**config.mk**
```make
export PLATFORM = sky130hd
export DESIGN_NAME = uart_program_loader
export DESIGN_NICKNAME = d
export VERILOG_FILES = /design/src/rtl/uart_loader_pkg.sv /design/src/rtl/uart_rx.sv /design/src/rtl/uart_program_loader.sv
export SDC_FILE = /design/constraint.sdc
export NUM_CORES = 1
export LEC_CHECK = 0
export BUFFER_PORTS_ARGS = -buffer_cell sky130_fd_sc_hd__buf_2
export CAP_MARGIN = 20
export CORE_ASPECT_RATIO = 1.75
export CORE_UTILIZATION = 53
export CTS_CLUSTER_DIAMETER = 30
export DETAILED_ROUTE_END_ITERATION = 7
export GPL_ROUTABILITY_DRIVEN = 0
export PLACE_DENSITY = 0.8
export SLEW_MARGIN = 30
export SYNTH_ARGS = -nofsm -noshare
export SYNTH_HDL_FRONTEND = slang
export SYNTH_HIERARCHICAL = 1
export SYNTH_SLANG_ARGS = --single-unit
export TNS_END_PERCENT = 10
```
**constraint.sdc**
```tcl
create_clock -name clk -period 2.6 [get_ports clk]
set_input_delay 0.52 -clock clk [delete_from_list [all_inputs] [get_ports clk]]
set_output_delay 0.52 -clock clk [all_outputs]
set_load 0.01 [all_outputs]
```
**src/rtl/uart_loader_pkg.sv**
```systemverilog
// Shared types and constants for the UART program loader.
// Defining UART_LOADER_PARITY_EN adds an even-parity bit (8E1 framing).
package uart_loader_pkg;

    localparam int BYTE_WIDTH     = 8;
    localparam int BYTES_PER_WORD = 2;

    typedef enum logic [2:0] {
        RX_IDLE,
        RX_START,
        RX_DATA,
`ifdef UART_LOADER_PARITY_EN
        RX_PARITY,
`endif
        RX_STOP
    } rx_state_t;

endpackage

```
**src/rtl/uart_rx.sv**
```systemverilog
// Bit-level UART receiver: synchronizer, mid-bit sampling FSM, byte/error strobes.
// Defining UART_LOADER_PARITY_EN inserts an even-parity check before the stop bit.
module uart_rx
    import uart_loader_pkg::*;
#(
    parameter int CLKS_PER_BIT = 434
) (
    input  logic                  clk,
    input  logic                  reset,
    input  logic                  rx,
    output logic                  byte_valid,
    output logic [BYTE_WIDTH-1:0] byte_data,
    output logic                  frame_error
);

    localparam int CNT_W = $clog2(CLKS_PER_BIT);
    localparam int BIT_W = $clog2(BYTE_WIDTH);
    localparam logic [CNT_W-1:0] HALF_M1  = CNT_W'(CLKS_PER_BIT / 2 - 1);
    localparam logic [CNT_W-1:0] FULL_M1  = CNT_W'(CLKS_PER_BIT - 1);
    localparam logic [BIT_W-1:0] LAST_BIT = BIT_W'(BYTE_WIDTH - 1);

    rx_state_t             state_q, state_d;
    logic [CNT_W-1:0]      cnt_q, cnt_d;
    logic [BIT_W-1:0]      bit_q, bit_d;
    logic [BYTE_WIDTH-1:0] shift_q, shift_d;
    logic                  sync1_q, sync2_q, prev_q;
    logic                  bit_done;

    always_ff @(posedge clk or posedge reset) begin
        if (reset) begin
            sync1_q <= 1'b1;
            sync2_q <= 1'b1;
            prev_q  <= 1'b1;
            state_q <= RX_IDLE;
            cnt_q   <= '0;
            bit_q   <= '0;
            shift_q <= '0;
        end else begin
            sync1_q <= rx;
            sync2_q <= sync1_q;
            prev_q  <= sync2_q;
            state_q <= state_d;
            cnt_q   <= cnt_d;
            bit_q   <= bit_d;
            shift_q <= shift_d;
        end
    end

    assign bit_done  = (cnt_q == FULL_M1);
    assign byte_data = shift_q;

    always_comb begin
        state_d     = state_q;
        cnt_d       = cnt_q + CNT_W'(1);
        bit_d       = bit_q;
        shift_d     = shift_q;
        byte_valid  = 1'b0;
        frame_error = 1'b0;
        case (state_q)
            RX_IDLE: begin
                cnt_d = '0;
                bit_d = '0;
                // edge, not level: a line held low after a bad stop bit must not retrigger
                if (prev_q && !sync2_q) state_d = RX_START;
            end
            RX_START: begin
                if (cnt_q == HALF_M1) begin
                    cnt_d   = '0;
                    state_d = sync2_q ? RX_IDLE : RX_DATA;
                end
            end
            RX_DATA: begin
                if (bit_done) begin
                    cnt_d   = '0;
                    shift_d = {sync2_q, shift_q[BYTE_WIDTH-1:1]};
                    if (bit_q == LAST_BIT) begin
`ifdef UART_LOADER_PARITY_EN
                        state_d = RX_PARITY;
`else
                        state_d = RX_STOP;
`endif
                    end else begin
                        bit_d = bit_q + BIT_W'(1);
                    end
                end
            end
`ifdef UART_LOADER_PARITY_EN
            RX_PARITY: begin
                if (bit_done) begin
                    cnt_d = '0;
                    if (^shift_q ^ sync2_q) begin
                        frame_error = 1'b1;
                        state_d     = RX_IDLE;
                    end else begin
                        state_d = RX_STOP;
                    end
                end
            end
`endif
            RX_STOP: begin
                if (bit_done) begin
                    cnt_d       = '0;
                    state_d     = RX_IDLE;
                    byte_valid  = sync2_q;
                    frame_error = !sync2_q;
                end
            end
            default: state_d = RX_IDLE;
        endcase
    end

endmodule

```
**src/rtl/uart_program_loader.sv**
```systemverilog
// Assembles UART bytes into {opcode, address-field} words and writes them to sequential addresses.
// Defining UART_LOADER_PARITY_EN makes the receiver expect 8E1 frames.
module uart_program_loader
    import uart_loader_pkg::*;
#(
    parameter int ADDR_WIDTH        = 8,
    parameter int INSTRUCTION_WIDTH = 4,
    parameter int DATA_WIDTH        = ADDR_WIDTH + INSTRUCTION_WIDTH,
    parameter int CLKS_PER_BIT      = 434,
    parameter int TIMEOUT_BITS      = 32
) (
    input  logic                  clk,
    input  logic                  reset,
    input  logic                  rx,
    input  logic                  addr_clear,
    output logic                  program_write,
    output logic [DATA_WIDTH-1:0] program_cmd,
    output logic [ADDR_WIDTH-1:0] uart_address,
    output logic                  loading,
    output logic                  frame_error
);

    localparam int PHASE_W        = $clog2(BYTES_PER_WORD);
    localparam int TIMEOUT_CYCLES = TIMEOUT_BITS * CLKS_PER_BIT;
    localparam int GAP_W          = $clog2(TIMEOUT_CYCLES + 1);
    localparam logic [GAP_W-1:0]   GAP_MAX    = GAP_W'(TIMEOUT_CYCLES);
    localparam logic [PHASE_W-1:0] LAST_PHASE = PHASE_W'(BYTES_PER_WORD - 1);

    logic                         rx_valid, rx_ferr;
    logic [BYTE_WIDTH-1:0]        rx_data;

    logic [PHASE_W-1:0]           phase_q, phase_d;
    logic [INSTRUCTION_WIDTH-1:0] byte0_q, byte0_d;
    logic [DATA_WIDTH-1:0]        cmd_q, cmd_d;
    logic [ADDR_WIDTH-1:0]        addr_q, addr_d;
    logic [GAP_W-1:0]             gap_q, gap_d;
    logic                         write_q, write_d;
    logic                         loading_q, loading_d;
    logic                         ferr_q, ferr_d;
    logic                         timeout;

    uart_rx #(.CLKS_PER_BIT(CLKS_PER_BIT)) u_rx (
        .clk        (clk),
        .reset      (reset),
        .rx         (rx),
        .byte_valid (rx_valid),
        .byte_data  (rx_data),
        .frame_error(rx_ferr)
    );

    always_ff @(posedge clk or posedge reset) begin
        if (reset) begin
            phase_q   <= '0;
            byte0_q   <= '0;
            cmd_q     <= '0;
            addr_q    <= '0;
            gap_q     <= '0;
            write_q   <= 1'b0;
            loading_q <= 1'b0;
            ferr_q    <= 1'b0;
        end else begin
            phase_q   <= phase_d;
            byte0_q   <= byte0_d;
            cmd_q     <= cmd_d;
            addr_q    <= addr_d;
            gap_q     <= gap_d;
            write_q   <= write_d;
            loading_q <= loading_d;
            ferr_q    <= ferr_d;
        end
    end

    // the gap counter only runs while a partial word is held
    assign timeout = (phase_q != '0) && (gap_q == GAP_MAX);

    always_comb begin
        phase_d   = phase_q;
        byte0_d   = byte0_q;
        cmd_d     = cmd_q;
        addr_d    = addr_q;
        write_d   = 1'b0;
        loading_d = loading_q;
        ferr_d    = rx_ferr;
        gap_d     = (phase_q != '0 && !timeout) ? gap_q + GAP_W'(1) : '0;

        if (write_q) addr_d = addr_q + ADDR_WIDTH'(1);

        if (rx_ferr) begin
            phase_d   = '0;
            loading_d = 1'b0;
        end else if (rx_valid) begin
            gap_d = '0;
            if (phase_q == LAST_PHASE) begin
                cmd_d     = DATA_WIDTH'({byte0_q, rx_data});
                write_d   = 1'b1;
                phase_d   = '0;
                loading_d = 1'b0;
            end else begin
                byte0_d   = rx_data[INSTRUCTION_WIDTH-1:0];
                phase_d   = phase_q + PHASE_W'(1);
                loading_d = 1'b1;
            end
        end else if (timeout) begin
            phase_d   = '0;
            loading_d = 1'b0;
        end

        // clear outranks a word completing in the same cycle
        if (addr_clear) begin
            addr_d    = '0;
            phase_d   = '0;
            write_d   = 1'b0;
            loading_d = 1'b0;
        end
    end

    assign program_write = write_q;
    assign program_cmd   = cmd_q;
    assign uart_address  = addr_q;
    assign loading       = loading_q;
    assign frame_error   = ferr_q;

endmodule

```
Word level (Yosys, flattened, before mapping)
Index checks and enable logic that the tools add are counted.
W data, S select, Z words.
- register bits: 68
- input port bits: 4
- output and inout port bits: 23
- logic and storage cells: 85
- add/subtract/negate cells: 5
- eq/ne operators: 13
- mux-type cells: 35
- bitwise operators: 2
- reduce and logical (&&, ||, !) cells: 15
- operators with widths (kind ; number):
    $mux W14 ; 3
    $pmux W9 S3 ; 1
    $mux W3 ; 7
    $mux W9 ; 2
    $mux W1 ; 17
    $mux W8 ; 2
    $add A14 B1 Y14 const B ; 1
    $eq A14 B14 Y1 const B ; 1
    $pmux W3 S4 ; 1
    $ne A2 B1 Y1 const B ; 5
    $add A9 B1 Y9 const B ; 1
    $eq A9 B8 Y1 const B ; 1
    $eq A9 B9 Y1 const B ; 1
    $reduce_and A3 Y1 ; 3
    $add A8 B1 Y8 const B ; 1
    $eq A3 B2 Y1 const B ; 2
    $pmux W3 S2 ; 1
    $reduce_and A5 Y1 ; 1
    $reduce_bool A2 Y1 ; 2
    $reduce_bool A4 Y1 ; 1
    $add A3 B1 Y3 const B ; 1
    $eq A3 B1 Y1 const B ; 1
    $eq A3 B3 Y1 const B ; 1
    $logic_and A1 B1 Y1 ; 3
    other kinds (8) ; 10

Depth between registers and ports, before layout
Gate-level depths: netlist of run 1.
- word-level depth: 7
- gate-level depth with buffers: 10

Modules after synthesis
The synthesis of run 1 kept the hierarchy.
- by module, submodules not included (module ; instances ; cells an instance ; area an instance (um2)):
    uart_program_loader ; 1 ; 151 ; 1788.0
    uart_rx ; 1 ; 105 ; 1232.4

Worst setup path after synthesis of run 1
OpenSTA, ideal clock, no wires.
- path kind: reg2reg
- start point: register u_rx.cnt_q[1]
- end point: register cmd_q[0], in the netlist program_cmd[0]
- library setup time: 125 ps
- arrival: 2332 ps
- data required time: 2475 ps
- path slack: 144 ps
- stages on the path, launching flop included: 10
- buffers on the path: 2
- period minus slack after synthesis: 2456 ps
- cell sequence: dfrtp_1 > inv_1 > ha_1 > nand4bb_1 > buf_6 > or3_1 > nor2_1 > nand3b_1 > buf_1 > mux2_2
- cells in the longest elaborated chain, start to end: 5
- elaborated cells on any way between the ends: 7
- RTL lines (what ; RTL line ; text):
    from (decl) ; uart_rx.sv:23 ; logic [CNT_W-1:0] cnt_q, cnt_d;
    from (signal assigned) ; uart_rx.sv:43 ; cnt_q <= cnt_d;
    $eq A9 B9 Y1 ; uart_rx.sv:49 ; assign bit_done = (cnt_q == FULL_M1);
    $mux W1 ; uart_rx.sv:101 ; if (bit_done) begin
    $mux W1 ; uart_rx.sv:59 ; case (state_q)
    net ferr_d ; uart_program_loader.sv:39 ; logic ferr_q, ferr_d;
    $not A1 Y1 (no source line) ; -- ;
    $reduce_and A3 Y1 (no source line) ; -- ;
    to (signal assigned) ; uart_program_loader.sv:64 ; cmd_q <= cmd_d;
    to (decl) ; uart_program_loader.sv:34 ; logic [DATA_WIDTH-1:0] cmd_q, cmd_d;
The timed path passes the listed nets, and every way through them passes these cells.
A chain may end at the register's enable or synchronous reset.

Final worst setup path of run 1
- start point: register u_rx.cnt_q[1]
- end point: register byte0_q[0]
- elaborated cells on any way between the ends: 7
- RTL lines (what ; RTL line ; text):
    $eq A9 B9 Y1 ; uart_rx.sv:49 ;
    $mux W1 ; uart_rx.sv:101 ;
    $mux W1 ; uart_rx.sv:59 ;
    net rx_valid ; uart_program_loader.sv:29 ; logic rx_valid, rx_ferr;
    $reduce_and A3 Y1 (no source line) ; -- ;
    to (signal assigned) ; uart_program_loader.sv:63 ; byte0_q <= byte0_d;
    to (decl) ; uart_program_loader.sv:33 ; logic [INSTRUCTION_WIDTH-1:0] byte0_q, byte0_d;
The timed path passes the listed nets, and every way through them passes these cells.

==> results of run 1 <==
## logic make-up (layout without fill, tap and decap cells)
family / count (synthesis) / count (layout) / synth area share [%]
adders and majority gates: 8 / 8 / 3.31
buffers and inverters: 16 / 57 / 2.49
muxes: 26 / 26 / 9.65
DFF: 66 / 66 / 54.8
xor gates and xnor gates: 21 / 21 / 6.09
AOI/OAI and AO/OA: 27 / 27 / 6.38
and+or+nand+nor: 92 / 92 / 17.3
## registers in the layout, indices dropped and copies added, names as in the netlist, 2 cells and up
signal	count
byte0_q	4
gap_q	14
program_cmd	12
u_rx/bit_q	3
u_rx/byte_data	8
u_rx/cnt_q	9
u_rx/state_q	2
uart_address	8
## cell type report
class,count,share of cell area (%)
sequential,66,48.0
multi-input combinational,174,37.4
timing repair buffer,32,5.08
clock buffer,14,4.72
tap,76,2.76
clock inverter,2,1.02
inverter,9,0.980
## routing by layer
metal / share of wire [%] / routed length (um) / vias up / GRT usage (%)
met5: 0 / 0 / - / 0
met4: 2.5 / 135 / 0 / 11.0
li1: - / - / 982 / -
met2: 56 / 3030 / 31 / 37.4
met1: 39 / 2140 / 1042 / 23.7
met3: 2.4 / 131 / 12 / 5.32
## synthesized netlist by cell type, types with 2 or more instances
| master | count |
|---|---|
| dfrtp_1 | 63 |
| nor4_1 | 2 |
| ha_1 | 8 |
| a22oi_1 | 4 |
| mux2_2 | 25 |
| nand2_1 | 11 |
| o211ai_1 | 2 |
| and3_1 | 2 |
| buf_6 | 2 |
| clkbuf_1 | 4 |
| nor2_1 | 27 |
| nand3_1 | 11 |
| xor2_1 | 12 |
| nand4bb_1 | 2 |
| nand3b_1 | 3 |
| xnor2_1 | 9 |
| nand2b_1 | 2 |
| o311ai_0 | 3 |
| or3_1 | 6 |
| dfstp_2 | 3 |
| o21ai_0 | 5 |
| a21oi_1 | 5 |
| nor3_1 | 3 |
| nand4_1 | 10 |
| or3b_2 | 2 |
| inv_1 | 9 |
## worst max-delay path by stage
stage | slack (ns) | depth (start not counted) | endpoint | from
final | 0.24 | 8 | byte0_q[0]$_DFFE_PP0P_ | u_rx/cnt_q[1]$_DFF_PP0_
after global routing | 0.08 | 8 | byte0_q[0]$_DFFE_PP0P_ | u_rx/cnt_q[1]$_DFF_PP0_
after CTS | 0.26 | 8 | byte0_q[0]$_DFFE_PP0P_ | u_rx/cnt_q[1]$_DFF_PP0_
after detailed placement | 0.28 | 8 | byte0_q[0]$_DFFE_PP0P_ | u_rx/cnt_q[1]$_DFF_PP0_
after global placement | 0.41 | 8 | byte0_q[0]$_DFFE_PP0P_ | u_rx/cnt_q[1]$_DFF_PP0_
after floorplan | 0.14 | 9 | program_cmd[0]$_DFFE_PP0P_ | u_rx/cnt_q[1]$_DFF_PP0_
## critical path: stages (launching register included)
cell and delay, ns:
dfrtp_1 0.42, inv_1 0.10, ha_1 0.15, nand4bb_1 0.12, or3_1 0.44, nor2_1 0.23
nand2b_1 0.11, nor2_1 0.28, mux2_2 0.39
## cell usage in the layout, fill, tap and decap left out, types with 2 or more instances in the layout
cell type  netlist  layout
a21oi_1          5       5
a22oi_1          4       4
and3_1           2       2
buf_2            0      26
buf_4            0       6
clkbuf_1         4       3
clkbuf_8         0      11
dfrtp_1         63      63
dfstp_2          3       3
ha_1             8       8
inv_1            9       9
mux2_2          25      25
nand2_1         11      11
nand2b_1         2       2
nand3_1         11      11
nand3b_1         3       3
nand4_1         10      10
nand4bb_1        2       2
nor2_1          27      27
nor3_1           3       3
nor4_1           2       2
o211ai_1         2       2
o21ai_0          5       5
o311ai_0         3       3
or3_1            6       6
or3b_2           2       2
xnor2_1          9       9
xor2_1          12      12
## power by group through the flow
| stage | sequential [mW] | combinational (mW) | clock [mW] |
|---|---|---|---|
| finish | 1.16 | 0.167 | 0.849 |
| global placement | 1.18 | 0.163 | 0 |
| CTS | 1.16 | 0.172 | 0.876 |
| detailed placement | 1.18 | 0.171 | 0 |
| floorplan | 1.16 | 0.136 | 0 |
| global route | 1.18 | 0.193 | 0.916 |
## per-stage QoR
step | instance area, um2 | utilization [%] | cells
floorplan | 3020 | - | 256
global placement | 3250 | 58.6 | 357
detailed placement | 3250 | 58.6 | 357
CTS | 3450 | 62.2 | 373
global route | 3450 | 62.2 | 373
finish | 3450 | 62.2 | 373
==> summary.txt, run 1 <==
Status
  • Status: finished, final reports clean

Setup path
  • CP Launch Type: flip-flop
  • Setup slack, reg-to-reg: 0.24 ns
  • Crit Reg-Reg Endpoint: byte0_q[0]$_DFFE_PP0P_
  • FF-to-FF Start: u_rx/cnt_q[1]$_DFF_PP0_
  • R2R cell count: 8
  • CP required: 2.82 ns
  • Critical path capture point type: flip-flop
  • Crit path kind: flip-flop to flip-flop
  • Max FO, Critical Path: 5
  • Arr. time, crit path: 2.58 ns

Layout
  • Fillcell total: 450
  • FF+latch area: 1660 um2
  • Share of cells above drive strength 1: 27.3%
  • Antenna fix cells: 0
  • Layout Nets: 304
  • Area of the multi-input gates: 1290 um2
  • Area Growth Syn to Fin: 14.1%

STA
  • RSZ-0062 raised after global routing: false
  • Final setup TNS: 0 ns
  • Crit share post-route: 90.7%
  • Slew @ Worst Pin: 0.671 ns
  • FMAX: 0.424 GHz
  • Fin. max-slew vios: 0
  • Min Tclk post-route: 2.36 ns
  • Final hold violation count: 0
  • Rel. slew slack: 55.0%
  • Setup ws final: 0.242 ns
  • Final setup skew: 0.00651 ns
  • Count of final setup violators: 0
  • Fin Hold WS: 0.120 ns

Clock tree
  • Htree depth: 3
  • Worst-path clk slew: 0.07 ns
  • Clock Latency Late Sink: 0.34 ns
  • Cts bufs inserted: 9
  • CTS tree: yes
  • Cts-stage hold buffer count: 0
  • CTS root buffer: clkbuf_8
  • # clock sinks: 66
  • Worst-case clock buffer depth: 2
  • CTS resizes: 0
  • Setup bufs post-CTS: 0

Floorplanning
  • Initial Util: 54.5%
  • CORE AREA: 5540 um2
  • Die width: 59.1 um
  • Total Die Area: 6020 um2
  • # rows: 36
  • Number of I/O pins: 27
  • Die height: 102 um

Synth
  • Post-synth EDFFs: 0
  • Mapped Cells: 256
  • Synthesis-stage register bit count: 66
  • Synthesized cell area: 3020 um2
  • Leading area contributor after synthesis: dfrtp_1
  • Yosys top cell area share: 52.2%
  • Top area cells in the synthesized netlist: dfrtp_1 (52%), mux2_2 (9.3%), xor2_1 (3.5%), nor2_1 (3.4%), ha_1 (3.3%)
  • Share of flip-flops with an asynchronous set or reset: 100%
  • Synth warnings: 6
  • Top_reg_cell synth: dfrtp_1
  • Post-synth net total: 268
  • Cell variety after synth: 47
  • Sequential share of the synthesized area: 54.8%
  • Mean post-synth cell area: 11.8 um2

Power and ir drop
  • Sw Share: 24.0%
  • Psw: 0.523 mW
  • P per Cell Area: 632 nW/um2
  • Clock share of power: 39.0%
  • Seq pwr share: 53.4%
  • Internal power: 1.66 mW
  • VDD IR max: 545 uV
  • Leakage: 1.63 nW
  • Fraction of power consumed by combinational cells: 7.7%
  • Power, Total: 2.18 mW

GRT
  • First-pass GRT wire length: 9470 um
  • Overflow left after global routing: 0
  • Largest net degree at the start of global routing: 42
  • Initial antenna violation count: 0
  • Vias in the first global route: 2,087
  • GRT Overall Usage: 21.5%

Worst hold path
  • Hold crit path type: primary input to async pin

Route
  • Drt drc: 0
  • Avg WL per Cell: 14.6 um
  • Pre-Repair DR Iteration Count: 4
  • Total number of vias: 2,067
  • Antenna Nets Post-Route: 0
  • Total Wirelength: 5440 um
  • DR iter-0 viols: 97
  • Vias per cell: 5.54

Placed design
  • Detail Placement HPWL: 4090 um
  • Number of port buffers: 26
  • Dpl ws: 0.275 ns

Flow run
  • # Max-Cap Violations: 0
(Power assumes the default switching activity.)
==> inputs of run 2 (changes only) <==
--- a/config.mk
+++ b/config.mk
@@ -5,14 +5,17 @@
 export SDC_FILE = /design/constraint.sdc
 export NUM_CORES = 1
 export LEC_CHECK = 0
+export ABC_AREA = 1
 export BUFFER_PORTS_ARGS = -buffer_cell sky130_fd_sc_hd__buf_2
 export CAP_MARGIN = 20
 export CORE_ASPECT_RATIO = 1.75
-export CORE_UTILIZATION = 53
+export CORE_UTILIZATION = 56
+export CTS_BUF_LIST = sky130_fd_sc_hd__clkbuf_4 sky130_fd_sc_hd__clkbuf_8
 export CTS_CLUSTER_DIAMETER = 30
+export CTS_CLUSTER_SIZE = 24
 export DETAILED_ROUTE_END_ITERATION = 7
 export GPL_ROUTABILITY_DRIVEN = 0
-export PLACE_DENSITY = 0.8
+export PLACE_DENSITY = 0.84
 export SLEW_MARGIN = 30
 export SYNTH_ARGS = -nofsm -noshare
 export SYNTH_HDL_FRONTEND = slang
==> run 2 against run 1 <==
Sequential cell count unchanged; cell count rose by 30%; total power increased by 7.3%; die area is 1.2% lower; critical path type unchanged; clock-buffer cell count is 5 lower.
==> summary.txt, run 2 <==
Layout
  • Antenna fix cells: 0
  • Most frequent cells in the layout: nand2_1 (88), dfrtp_1 (63), nor2_1 (54)
  • Max reg flops: 14
  • Design Area, Final: 3610 um2
  • Most common cell after layout, fill and taps aside: nand2_1
  • Fillcell total: 434
  • Share of cells above drive strength 1: 19.3%
  • Layout Nets: 417
  • Area Growth Syn to Fin: 14.5%
  • Top reg by flops: gap_q

STA
  • Rel. slew slack: 65.6%
  • RSZ-0062 raised after global routing: false
  • Final hold violation count: 0
  • Slew @ Worst Pin: 0.516 ns
  • Count of final setup violators: 0
  • Crit share post-route: 88.3%
  • Min Tclk post-route: 2.30 ns
  • FMAX: 0.436 GHz
  • Final setup skew: 0.00988 ns
  • Final setup TNS: 0 ns
  • Fin. max-slew vios: 0

GRT
  • Largest net degree at the start of global routing: 42
  • Initial antenna violation count: 0
  • Vias in the first global route: 2,498
  • First-pass GRT wire length: 10,700 um
  • Overflow left after global routing: 0
  • GRT Overall Usage: 24.2%
  • Grt met1 use: 24.4%
  • Global Route met2 Usage: 43.9%
  • Met3 GRT Util: 6.13%
  • Global route hottest layer: met2

Setup path
  • R2R cell count: 10
  • Crit Reg-Reg Endpoint: gap_q[5]$_DFF_PP0_
  • CP Launch Type: flip-flop
  • Critical path capture point type: flip-flop
  • Max FO, Critical Path: 9
  • Setup slack, reg-to-reg: 0.30 ns
  • FF-to-FF Start: u_rx/cnt_q[1]$_DFF_PP0_
  • CP required: 2.85 ns
  • Crit path kind: flip-flop to flip-flop
  • Arr. time, crit path: 2.55 ns

Clock tree
  • Htree depth: 3
  • Setup bufs post-CTS: 0
  • Cts-stage hold buffer count: 0
  • Worst-path clk slew: 0.07 ns
  • Clock Latency Late Sink: 0.34 ns
  • CTS resizes: 0
  • # clock sinks: 66
  • CTS tree: yes
  • Worst-case clock buffer depth: 2
  • CTS root buffer: clkbuf_8
  • Cts bufs inserted: 9

Synth
  • Share of flip-flops with an asynchronous set or reset: 100%
  • XOR/XNOR share of the synthesized area: 1.94%
  • Post-synth top cells: nand2_1 (88), dfrtp_1 (63), nor2_1 (54)
  • Largest family of logic cells by synthesized area: simple AND/OR/NAND/NOR gates
  • Adder-Cell Fraction of Synth Area: 3.17%
  • Yosys top cell area share: 50.0%
  • Synth warnings: 6
  • Leading area contributor after synthesis: dfrtp_1
  • Sequential share of the synthesized area: 52.5%
  • Post-synthesis compound-gate area fraction: 5.28%
  • Post-synthesis mux area share: 2.98%
  • Post-synth net total: 378
  • Mapped Cells: 366
  • Post-synth EDFFs: 0
  • Cell variety after synth: 32
  • Synthesis-stage register bit count: 66
  • Synth Area in Simple Gates: 27.4%
  • Synthesized cell area: 3150 um2
  • Most frequent cell after synthesis: nand2_1
  • Top area cells in the synthesized netlist: dfrtp_1 (50%), nand2_1 (10%), nor2_1 (6.4%), inv_1 (5.7%), nand3_1 (3.7%)
  • Top_reg_cell synth: dfrtp_1
  • Mean post-synth cell area: 8.61 um2

Route
  • DR iter-0 viols: 135
  • Drt drc: 0
  • Pre-Repair DR Iteration Count: 4
  • Total number of vias: 2,481
  • Avg WL per Cell: 12.7 um
  • Total Wirelength: 6160 um
  • Vias per cell: 5.13
  • Antenna Nets Post-Route: 0

Floorplanning
  • CORE AREA: 5340 um2
  • # rows: 35
  • Die height: 101 um
  • Number of I/O pins: 27
  • Initial Util: 59.0%
  • Total Die Area: 5950 um2
  • Die width: 58.7 um

Placed design
  • Detail Placement HPWL: 4500 um
  • Placed inst area: 3390 um2
  • Number of port buffers: 26

Power and ir drop
  • VDD IR max: 577 uV
  • Leakage: 1.84 nW
  • P per Cell Area: 648 nW/um2

Flow run
  • # Max-Cap Violations: 0

Worst hold path
  • Hold crit path type: primary input to async pin

Status
  • Status: finished, final reports clean
-- run 2: cell count changes after synthesis, moves of 4 or more --
cell | previous run | this run
xnor2_1 | 9 | 2
or3_1 | 6 | 0
o21ai_0 | 5 | 14
nor2_1 | 27 | 54
inv_2 | 0 | 4
nand2_1 | 11 | 88
clkbuf_1 | 4 | 0
xor2_1 | 12 | 5
inv_1 | 9 | 48
nor2_2 | 0 | 4
a22oi_1 | 4 | 0
nand3_1 | 11 | 23
mux2_2 | 25 | 7
-- run 2: logic make-up (layout without fill, tap and decap cells) --
| group | Yosys count | count (layout) |
|---|---|---|
| xor gates and xnor gates | 7 | 7 |
| and+or+nand+nor | 193 | 193 |
| muxes | 8 | 8 |
| DFF | 66 | 66 |
| adders and majority gates | 8 | 8 |
| AOI/OAI and AO/OA | 29 | 29 |
| buffers and inverters | 55 | 99 |
-- run 2: worst max-delay path by stage --
stage | start | to | slack, ns
after floorplan | u_rx/cnt_q[1]$_DFF_PP0_ | program_cmd[11]$_DFFE_PP0P_ | 0.29
after global placement | u_rx/cnt_q[1]$_DFF_PP0_ | gap_q[2]$_DFF_PP0_ | 0.48
after detailed placement | u_rx/cnt_q[1]$_DFF_PP0_ | gap_q[5]$_DFF_PP0_ | 0.36
after CTS | u_rx/cnt_q[1]$_DFF_PP0_ | gap_q[5]$_DFF_PP0_ | 0.28
after global routing | u_rx/cnt_q[1]$_DFF_PP0_ | gap_q[2]$_DFF_PP0_ | 0.02
final | u_rx/cnt_q[1]$_DFF_PP0_ | gap_q[5]$_DFF_PP0_ | 0.30
-- run 2: stage by stage --
stage	power (mW)	worst slack (ns)	std cells	util (%)	hold slack, ns
2_1_floorplan	1.36	0.285	366	-	0.345
3_3_place_gp	1.41	0.476	468	63.5	0.346
3_5_place_dp	1.43	0.356	468	63.5	0.350
4_1_cts	2.36	0.284	484	67.6	0.230
5_1_grt	2.46	0.0189	484	67.6	0.243
6_report	2.34	0.305	484	67.6	0.229
-- run 2: worst max-delay path: stages (launching register included) --
cell	delay [ns]
dfrtp_1	0.40
inv_1	0.09
ha_1	0.14
nand2_1	0.06
nor2_2	0.16
nand2_4	0.10
nor4_1	0.33
inv_1	0.20
a21oi_2	0.34
nand2_2	0.19
nor3_1	0.19
-- run 2: layer usage --
| layer | part of all wire, % | wire (um) |
|---|---|---|
| met4 | 2.7 | 168 |
| met5 | 0 | 0 |
| met2 | 55 | 3420 |
| met1 | 39 | 2410 |
| met3 | 2.6 | 163 |
-- run 2: cell type report --
| class | count | area (um2) | area share [%] |
|---|---|---|---|
| repair buffers | 29 | 153 | 4.23 |
| clock inverters | 7 | 93.8 | 2.60 |
| well taps | 74 | 92.6 | 2.56 |
| inverters | 54 | 208 | 5.75 |
| flip-flops and latches | 66 | 1660 | 45.8 |
| clock buffers | 9 | 124 | 3.43 |
| multi-input cells | 245 | 1280 | 35.6 |
-- run 2: power by group --
| group | leakage (nW) | internal (mW) | switching (mW) |
|---|---|---|---|
| logic | 0.828 | 0.0893 | 0.207 |
| registers | 0.907 | 1.07 | 0.0421 |
| clock network | 0.105 | 0.537 | 0.397 |
| total | 1.84 | 1.69 | 0.646 |
